[src/rtl/rename_regfile_pkg.sv]
// Shared widths, bus types and constants for the rename/architectural register file.
package rename_regfile_pkg;
  localparam int REG_NUM = 32;
  localparam int REG_W   = 5;
  localparam int TAG_W   = 4;
  localparam int DATA_W  = 32;

  typedef logic [REG_W-1:0]  RegBus;
  typedef logic [TAG_W-1:0]  TagBus;
  typedef logic [DATA_W-1:0] DataBus;

  localparam logic   Valid   = 1'b1;
  localparam logic   Invalid = 1'b0;
  localparam logic   Ready   = 1'b1;
  localparam logic   Unready = 1'b0;
  localparam DataBus Null    = '0;
endpackage

[src/rtl/rename_regfile_read_port.sv]
// One dispatch read port: x0 forcing, commit-stream bypass, busy/tag or committed-data select.
module rename_regfile_read_port
  import rename_regfile_pkg::*;
(
  input  RegBus  addr,
  input  logic   busy,
  input  TagBus  tag,
  input  DataBus data,
  input  logic   cdb_valid,
  input  RegBus  cdb_reg_dest,
  input  TagBus  cdb_tag,
  input  DataBus cdb_data,
  output logic   reg_valid,
  output TagBus  reg_tag,
  output DataBus reg_data
);

  always_comb begin
    reg_valid = Invalid;
    reg_tag   = '0;
    reg_data  = Null;
    if (addr != '0) begin
      reg_tag = tag;
      // A commit of the exact producer this cycle resolves the dependency early.
      if (busy && cdb_valid && (cdb_reg_dest == addr) && (cdb_tag == tag)) begin
        reg_data = cdb_data;
      end else if (busy) begin
        reg_valid = Valid;
      end else begin
        reg_data = data;
      end
    end
  end

endmodule

[src/rtl/rename_regfile.sv]
// Architectural register file plus rename tag table fed by the ROB commit stream.
// Optional REGFILE_COMMIT_TRACE_EN adds a commit counter port and a simulation commit trace.
module rename_regfile
  import rename_regfile_pkg::*;
(
  input  logic   clk,
  input  logic   rst,
  input  logic   rdy,
  input  logic   clear,
  input  logic   ID_valid,
  input  RegBus  ID_dest_reg,
  input  TagBus  ID_tag,
  input  RegBus  ID_reg1_addr,
  input  RegBus  ID_reg2_addr,
  output logic   dispatch_reg1_valid,
  output TagBus  dispatch_reg1_tag,
  output DataBus dispatch_reg1_data,
  output logic   dispatch_reg2_valid,
  output TagBus  dispatch_reg2_tag,
  output DataBus dispatch_reg2_data,
`ifdef REGFILE_COMMIT_TRACE_EN
  output logic [31:0] debug_commit_cnt,
`endif
  input  logic   CDB_valid,
  input  RegBus  CDB_reg_dest,
  input  TagBus  CDB_tag,
  input  DataBus CDB_data
);

  DataBus data_q [REG_NUM];
  TagBus  tag_q  [REG_NUM];
  logic   busy_q [REG_NUM];

  always_ff @(posedge clk or posedge rst) begin
    if (rst) begin
      for (int i = 0; i < REG_NUM; i++) begin
        data_q[i] <= Null;
        tag_q[i]  <= '0;
        busy_q[i] <= 1'b0;
      end
    end else if (rdy != Unready) begin
      if (CDB_valid && (CDB_reg_dest != '0)) begin
        data_q[CDB_reg_dest] <= CDB_data;
        // Only the newest producer may release the register.
        if (busy_q[CDB_reg_dest] && (tag_q[CDB_reg_dest] == CDB_tag))
          busy_q[CDB_reg_dest] <= 1'b0;
      end
      // Later assignments win: flush beats rename, rename beats commit release.
      if (clear) begin
        for (int i = 0; i < REG_NUM; i++)
          busy_q[i] <= 1'b0;
      end else if (ID_valid && (ID_dest_reg != '0)) begin
        busy_q[ID_dest_reg] <= 1'b1;
        tag_q[ID_dest_reg]  <= ID_tag;
      end
    end
  end

  rename_regfile_read_port u_port1 (
    .addr         (ID_reg1_addr),
    .busy         (busy_q[ID_reg1_addr]),
    .tag          (tag_q[ID_reg1_addr]),
    .data         (data_q[ID_reg1_addr]),
    .cdb_valid    (CDB_valid),
    .cdb_reg_dest (CDB_reg_dest),
    .cdb_tag      (CDB_tag),
    .cdb_data     (CDB_data),
    .reg_valid    (dispatch_reg1_valid),
    .reg_tag      (dispatch_reg1_tag),
    .reg_data     (dispatch_reg1_data)
  );

  rename_regfile_read_port u_port2 (
    .addr         (ID_reg2_addr),
    .busy         (busy_q[ID_reg2_addr]),
    .tag          (tag_q[ID_reg2_addr]),
    .data         (data_q[ID_reg2_addr]),
    .cdb_valid    (CDB_valid),
    .cdb_reg_dest (CDB_reg_dest),
    .cdb_tag      (CDB_tag),
    .cdb_data     (CDB_data),
    .reg_valid    (dispatch_reg2_valid),
    .reg_tag      (dispatch_reg2_tag),
    .reg_data     (dispatch_reg2_data)
  );

`ifdef REGFILE_COMMIT_TRACE_EN
  // Counts every accepted commit, x0 included.
  always_ff @(posedge clk or posedge rst) begin
    if (rst)
      debug_commit_cnt <= '0;
    else if ((rdy == Ready) && CDB_valid)
      debug_commit_cnt <= debug_commit_cnt + 32'd1;
  end

`ifndef SYNTHESIS
  always @(posedge clk) begin
    if (!rst && (rdy == Ready) && CDB_valid && (CDB_reg_dest != '0))
      $display("reg %0d %h", CDB_reg_dest, CDB_data);
  end
`endif
`endif

endmodule
[config.mk]
export PLATFORM = sky130hd
export DESIGN_NAME = rename_regfile
export DESIGN_NICKNAME = d
export VERILOG_FILES = /design/src/rtl/rename_regfile_pkg.sv /design/src/rtl/rename_regfile_read_port.sv /design/src/rtl/rename_regfile.sv
export SDC_FILE = /design/constraint.sdc
export NUM_CORES = 2
export LEC_CHECK = 0
export ABC_AREA = 1
export BUFFER_PORTS_ARGS = -buffer_cell sky130_fd_sc_hd__buf_2
export CORE_UTILIZATION = 55
export CTS_CLUSTER_SIZE = 14
export DETAILED_ROUTE_END_ITERATION = 7
export PLACE_DENSITY = 0.72
export SLEW_MARGIN = 20
export SYNTH_ARGS = -nofsm -noshare
export SYNTH_HDL_FRONTEND = slang
export SYNTH_SLANG_ARGS = --single-unit
[constraint.sdc]
create_clock -name clk -period 49.3 [get_ports clk]
set_input_delay 7.395 -clock clk [delete_from_list [all_inputs] [get_ports clk]]
set_output_delay 7.395 -clock clk [all_outputs]
set_load 0.1 [all_outputs]
* Word-level counts from Yosys, hierarchy flattened
Cells that the tools add are included.
** Cells by class
- Shift operators :: 0
- Mux-type cells :: 53
- Divide/modulo/power cells :: 0
- $add $sub $neg :: 0
- Magnitude comparators :: 6
- Multiply operators :: 0
- Equality and inequality tests :: 5
- Bitwise logic cells :: 8
- Reduce and logical (&&, ||, !) cells :: 17
** Operators by type and width (number)
- $bwmux 1024 :: 1
- $mux 32 :: 16
- $bmux 32 s5 :: 2
- $demux 32 s5 :: 1
- $bwmux 128 :: 1
- $bmux 4 s5 :: 3
- $mux 4 :: 9
- $and 32x32->32 :: 1
- $not 32->32 :: 1
- $or 32x32->32 :: 1
- $ge 6x6->1 const B :: 4
- $not 5->6 :: 4
- $demux 4 s5 :: 1
- $reduce_bool 5->1 :: 4
- $bmux 1 s5 :: 3
- $mux 1 :: 14
- $eq 4x4->1 :: 3
- $lt 6x1->1 const B :: 2
- $logic_and 1x1->1 :: 11
- $demux 1 s5 :: 2
- $eq 5x5->1 :: 2
- $reduce_and 3->1 :: 1
- $reduce_and 2->1 :: 1
- $not 1->1 :: 1
** Storage, ports and cells
- Output and inout port bits :: 74
- Memories kept :: 0
- Logic and storage cells :: 185
- Memory bits (writable) :: 0
- ROM bits :: 0
- Input port bits :: 66
- Latch bits :: 0
- Flip-flop bits (word level) :: 1184

* Logic depth before layout (Yosys ltp)
- Depth in word-level cells :: 13
- Gate-level depth with buffers :: 19
- Mapped depth without buffers :: 16

* Hierarchy
Synthesis repeated with hierarchy kept, for this count alone.
** Unflattened totals
- Cells, all modules :: 9237
- Area, all modules :: 67348.3 µm²
** By module, submodules not included
- rename_regfile :: cells an instance 8625, instances 1, area each 64598.2 µm², sequential area each 29628.4 µm²
- rename_regfile_read_port :: cells an instance 306, instances 2, area each 1375.1 µm², sequential area each 0.0 µm²

* Least setup slack after synthesis
Ideal clock, no wire load.
- Path kind :: input to output
- From :: input port ID_reg1_addr[1]
- To :: output port dispatch_reg1_data[1]
- Buffers on the path :: 3
- Cell stages on the path :: 14
- Data required time :: 41.905 ns
- Slack :: 31.581 ns
- Arrival :: 10.324 ns
- Path through :: buf_2 > inv_2 > clkbuf_1 > nand3_1 > nand3_1 > nand2_1 > nand2_1 > nand3_1 > nand2_1 > o21ai_1 > nor2_2 > buf_2 > nand3_1 > a21oi_1
** Between the ends
- Longest elaborated chain between the ends :: 9
- Elaborated cells on any way between the ends :: 19
- Classes of those cells :: eq/ne: 2; mux: 12; bitwise: 1; reduce/logical: 4
** Ends and longest elaborated chain
- from (decl) :: line rename_regfile.sv:13 : input RegBus ID_reg1_addr,
- branches (longest 8 deep; another with $mux 32)
- $mux 32 * :: line rename_regfile_read_port.sv:22 : if (addr != '0) begin
- to (decl) :: line rename_regfile.sv:17 : output DataBus dispatch_reg1_data,
Every way passes the cells marked *. The select of a mux whose other input is x is not followed.

* Worst setup path in the final report
- From :: input port ID_reg1_addr[0]
- To :: output port dispatch_reg1_data[14]
Same word-level chain as after synthesis.

==> results.cfg <==
[synthesis]
ys_seq_area_frac = 0.438
avgSynthCellArea_um2 = 7.02
syn_nets = 9714
synth_seq_cells = 1184
syn-cell-area_um2 = 67700
syn_inst = 9648
synth_cell_types = 32
yosysWarnings = 0

[setup_path]
path_max_fanout = 243
cp.required_ns = 41.91
cp-startpoint = ID_reg1_addr[0]
r2r-end = busy_q[30]
crit_arrival_ns = 13.24
critPathCaptureType = output port
reg2reg_depth = 12
worst-r2r-setup-slack_ns = 46.60
timing.rr.start = tag_q[97]
path_class = input pin to output port
start_kind = input pin

[placement]
port_buffers = 139
dp_hpwl_um = 146000
place.gp.congestion = 0.968
placed_cell_area_um2 = 67900

[cts]
clockRootBuffer = clkbuf_16
cts-buffers-inserted = 135
postCtsSetupBuffers = 0
clock-sinks = 1184
worstSkewPairLatency_ns = 0.78
cts_hold_buffers = 0
clk_pin_slew_ns = 0.05
clk_path_buf_depth = 3
ctsResizeCount = 0
cts_tree = yes
htreeDepth = 4

[grt]
overflow = 0
grt_pass1_vias = 64100
grt_start_max_net_pins = 244
grt_usage = 0.420
grt_pass1_wl_um = 400000
antenna_found_initial = 17

[floorplan]
rows = 128
start_util = 0.555
die_w_um = 353
die_area_um2 = 125000
core-area_um2 = 122000
io_pins = 140
fp.dieH_um = 353

[timing]
worst_pin_slew_ns = 1.31
hold_violations = 0
clock.fmax_ghz = 0.0485
slew-limit-headroom = 0.129
drv_slew = 0
fin_skew_ns = 0.0143
finalSetupViolCount = 0
rsz0062_at_grt = no
period_share = 0.419
tns_ns = 0
post-route-min-period_ns = 20.64

[hold_path]
worstHoldEndpoint = data_q[1006]
holdPathStages = 0
hold_class = register to register
worstHoldStart = data_q[1006]

[detailed_routing]
post_drt_via_cell_ratio = 6.45
drt-total-wl_um = 267000
avgRoutedWirePerCell_um = 24.6
drt_pass1_iterations = 7
drcViolationCount = 0
drtAntennaViolNets = 0
drtIter0Drc = 11500
via_count = 70100

[finish]
layout-drive-gt1-share = 0.0557
fin_util = 0.593
most-common-layout-cells = o21ai_0, nand2_1, dfrtp_1
nNetsFinal = 9211
regArea_um2 = 29600
fillers = 11600
fin_area_um2 = 72300
multiInputGateArea_um2 = 32600
layout_commonest_cell = o21ai_0
area_delta_synth_final_pct = 6.81

[pwr]
cellPowerDensity_nw_per_um2 = 37.2
ir_worst_vdd_uv = 28.4
total_power_uw = 2690
power_leakage_uw = 0.0322

[run_status]
status = completed

[job]
cap_violations = 0
[report_power, final]
| part | internal [µW] | switching, µW |
|---|---|---|
| logic | 140 | 369 |
| registers | 1090 | 82.5 |
| clock network | 580 | 427 |
| total | 1810 | 879 |
[metal layers]
metal / GRT usage / part of all wire / up-vias
met5: 0 / 0.00034 / -
li1: - / - / 31300
met1: 0.567 / 0.38 / 32700
met4: 0.229 / 0.058 / 16
met3: 0.136 / 0.15 / 1041
met2: 0.598 / 0.41 / 5083
[synth_stat cells]
| cell type | instances | area, µm² |
|---|---|---|
| a21boi_0 | 2 | 15.0 |
| a21boi_1 | 15 | 113 |
| a21oi_1 | 838 | 4190 |
| a221oi_2 | 1 | 15.0 |
| a22oi_1 | 20 | 150 |
| a31oi_1 | 9 | 56.3 |
| and2_1 | 1 | 6.26 |
| buf_1 | 79 | 297 |
| buf_2 | 260 | 1300 |
| buf_4 | 31 | 233 |
| buf_6 | 5 | 56.3 |
| clkbuf_1 | 521 | 1960 |
| clkbuf_2 | 2 | 10.0 |
| clkinv_1 | 4 | 15.0 |
| dfrtp_1 | 1184 | 29600 |
| inv_1 | 498 | 1870 |
| inv_2 | 9 | 33.8 |
| inv_6 | 1 | 8.76 |
| nand2_1 | 2253 | 8460 |
| nand2_2 | 10 | 62.6 |
| nand3_1 | 558 | 2790 |
| nand4_1 | 57 | 357 |
| nor2_1 | 588 | 2210 |
| nor2_2 | 4 | 25.0 |
| nor2_4 | 3 | 33.8 |
| nor3_1 | 19 | 95.1 |
| o211ai_1 | 72 | 541 |
| o21ai_0 | 2436 | 12200 |
| o21ai_1 | 81 | 405 |
| o21ai_2 | 1 | 8.76 |
| o22ai_1 | 46 | 288 |
| o31ai_1 | 40 | 300 |
[worst max path at each step]
| stage | endpoint | slack, ns | cells after the start |
|---|---|---|---|
| final | dispatch_reg1_data[14] | 28.66 | 16 |
| after CTS | dispatch_reg1_data[14] | 29.06 | 16 |
| after floorplan | busy_q[0] | 8.55 | 1 |
| after global placement | dispatch_reg1_data[14] | 29.14 | 16 |
| after global routing | dispatch_reg1_data[14] | 28.69 | 16 |
| after detailed placement | dispatch_reg1_data[14] | 29.08 | 16 |
[state kept, by name (all words and copies together) (netlist names)]
signal	flops
tag_q	128
busy_q	32
data_q	1024
[critical path, stage by stage]
cell     delay (ns)
buf_8          0.28
buf_4          0.74
buf_4          0.82
buf_12         0.59
buf_4          0.90
o21ai_0        0.19
o21ai_0        0.19
o21ai_0        0.10
a21oi_1        0.18
o21ai_0        0.10
nand2_1        0.17
nand2_1        0.07
nand2_1        0.09
nand2_1        0.17
nor2_1         0.13
buf_2          0.45
[per-stage QoR]
stage               hold WS, ns  worst slack, ns  instances
finish                    0.391            28.66      10900
CTS                       0.394            29.06      10900
detailed placement        0.381            29.08      10600
global placement          0.375            29.14      10600
global route              0.405            28.69      10900
floorplan                 0.440             8.55       9648
[cell families after synthesis]
logic type,after synthesis,share of synthesized area
AND/OR/NAND/NOR,3493,0.207
AO/OA/AOI/OAI,3561,0.270
buffers and inverters,1410,0.0853
flip-flops,1184,0.438
[final cells by class]
class                      instances  area share
tap                             1625      0.0281
inverter                         512      0.0272
clock buffer                     202      0.0552
clock inverter                    32     0.00451
multi-input combinational       7054       0.450
antenna                            9    0.000311
sequential                      1184       0.410
timing repair buffer             258      0.0249
Power figures use the tool's default switching activity.
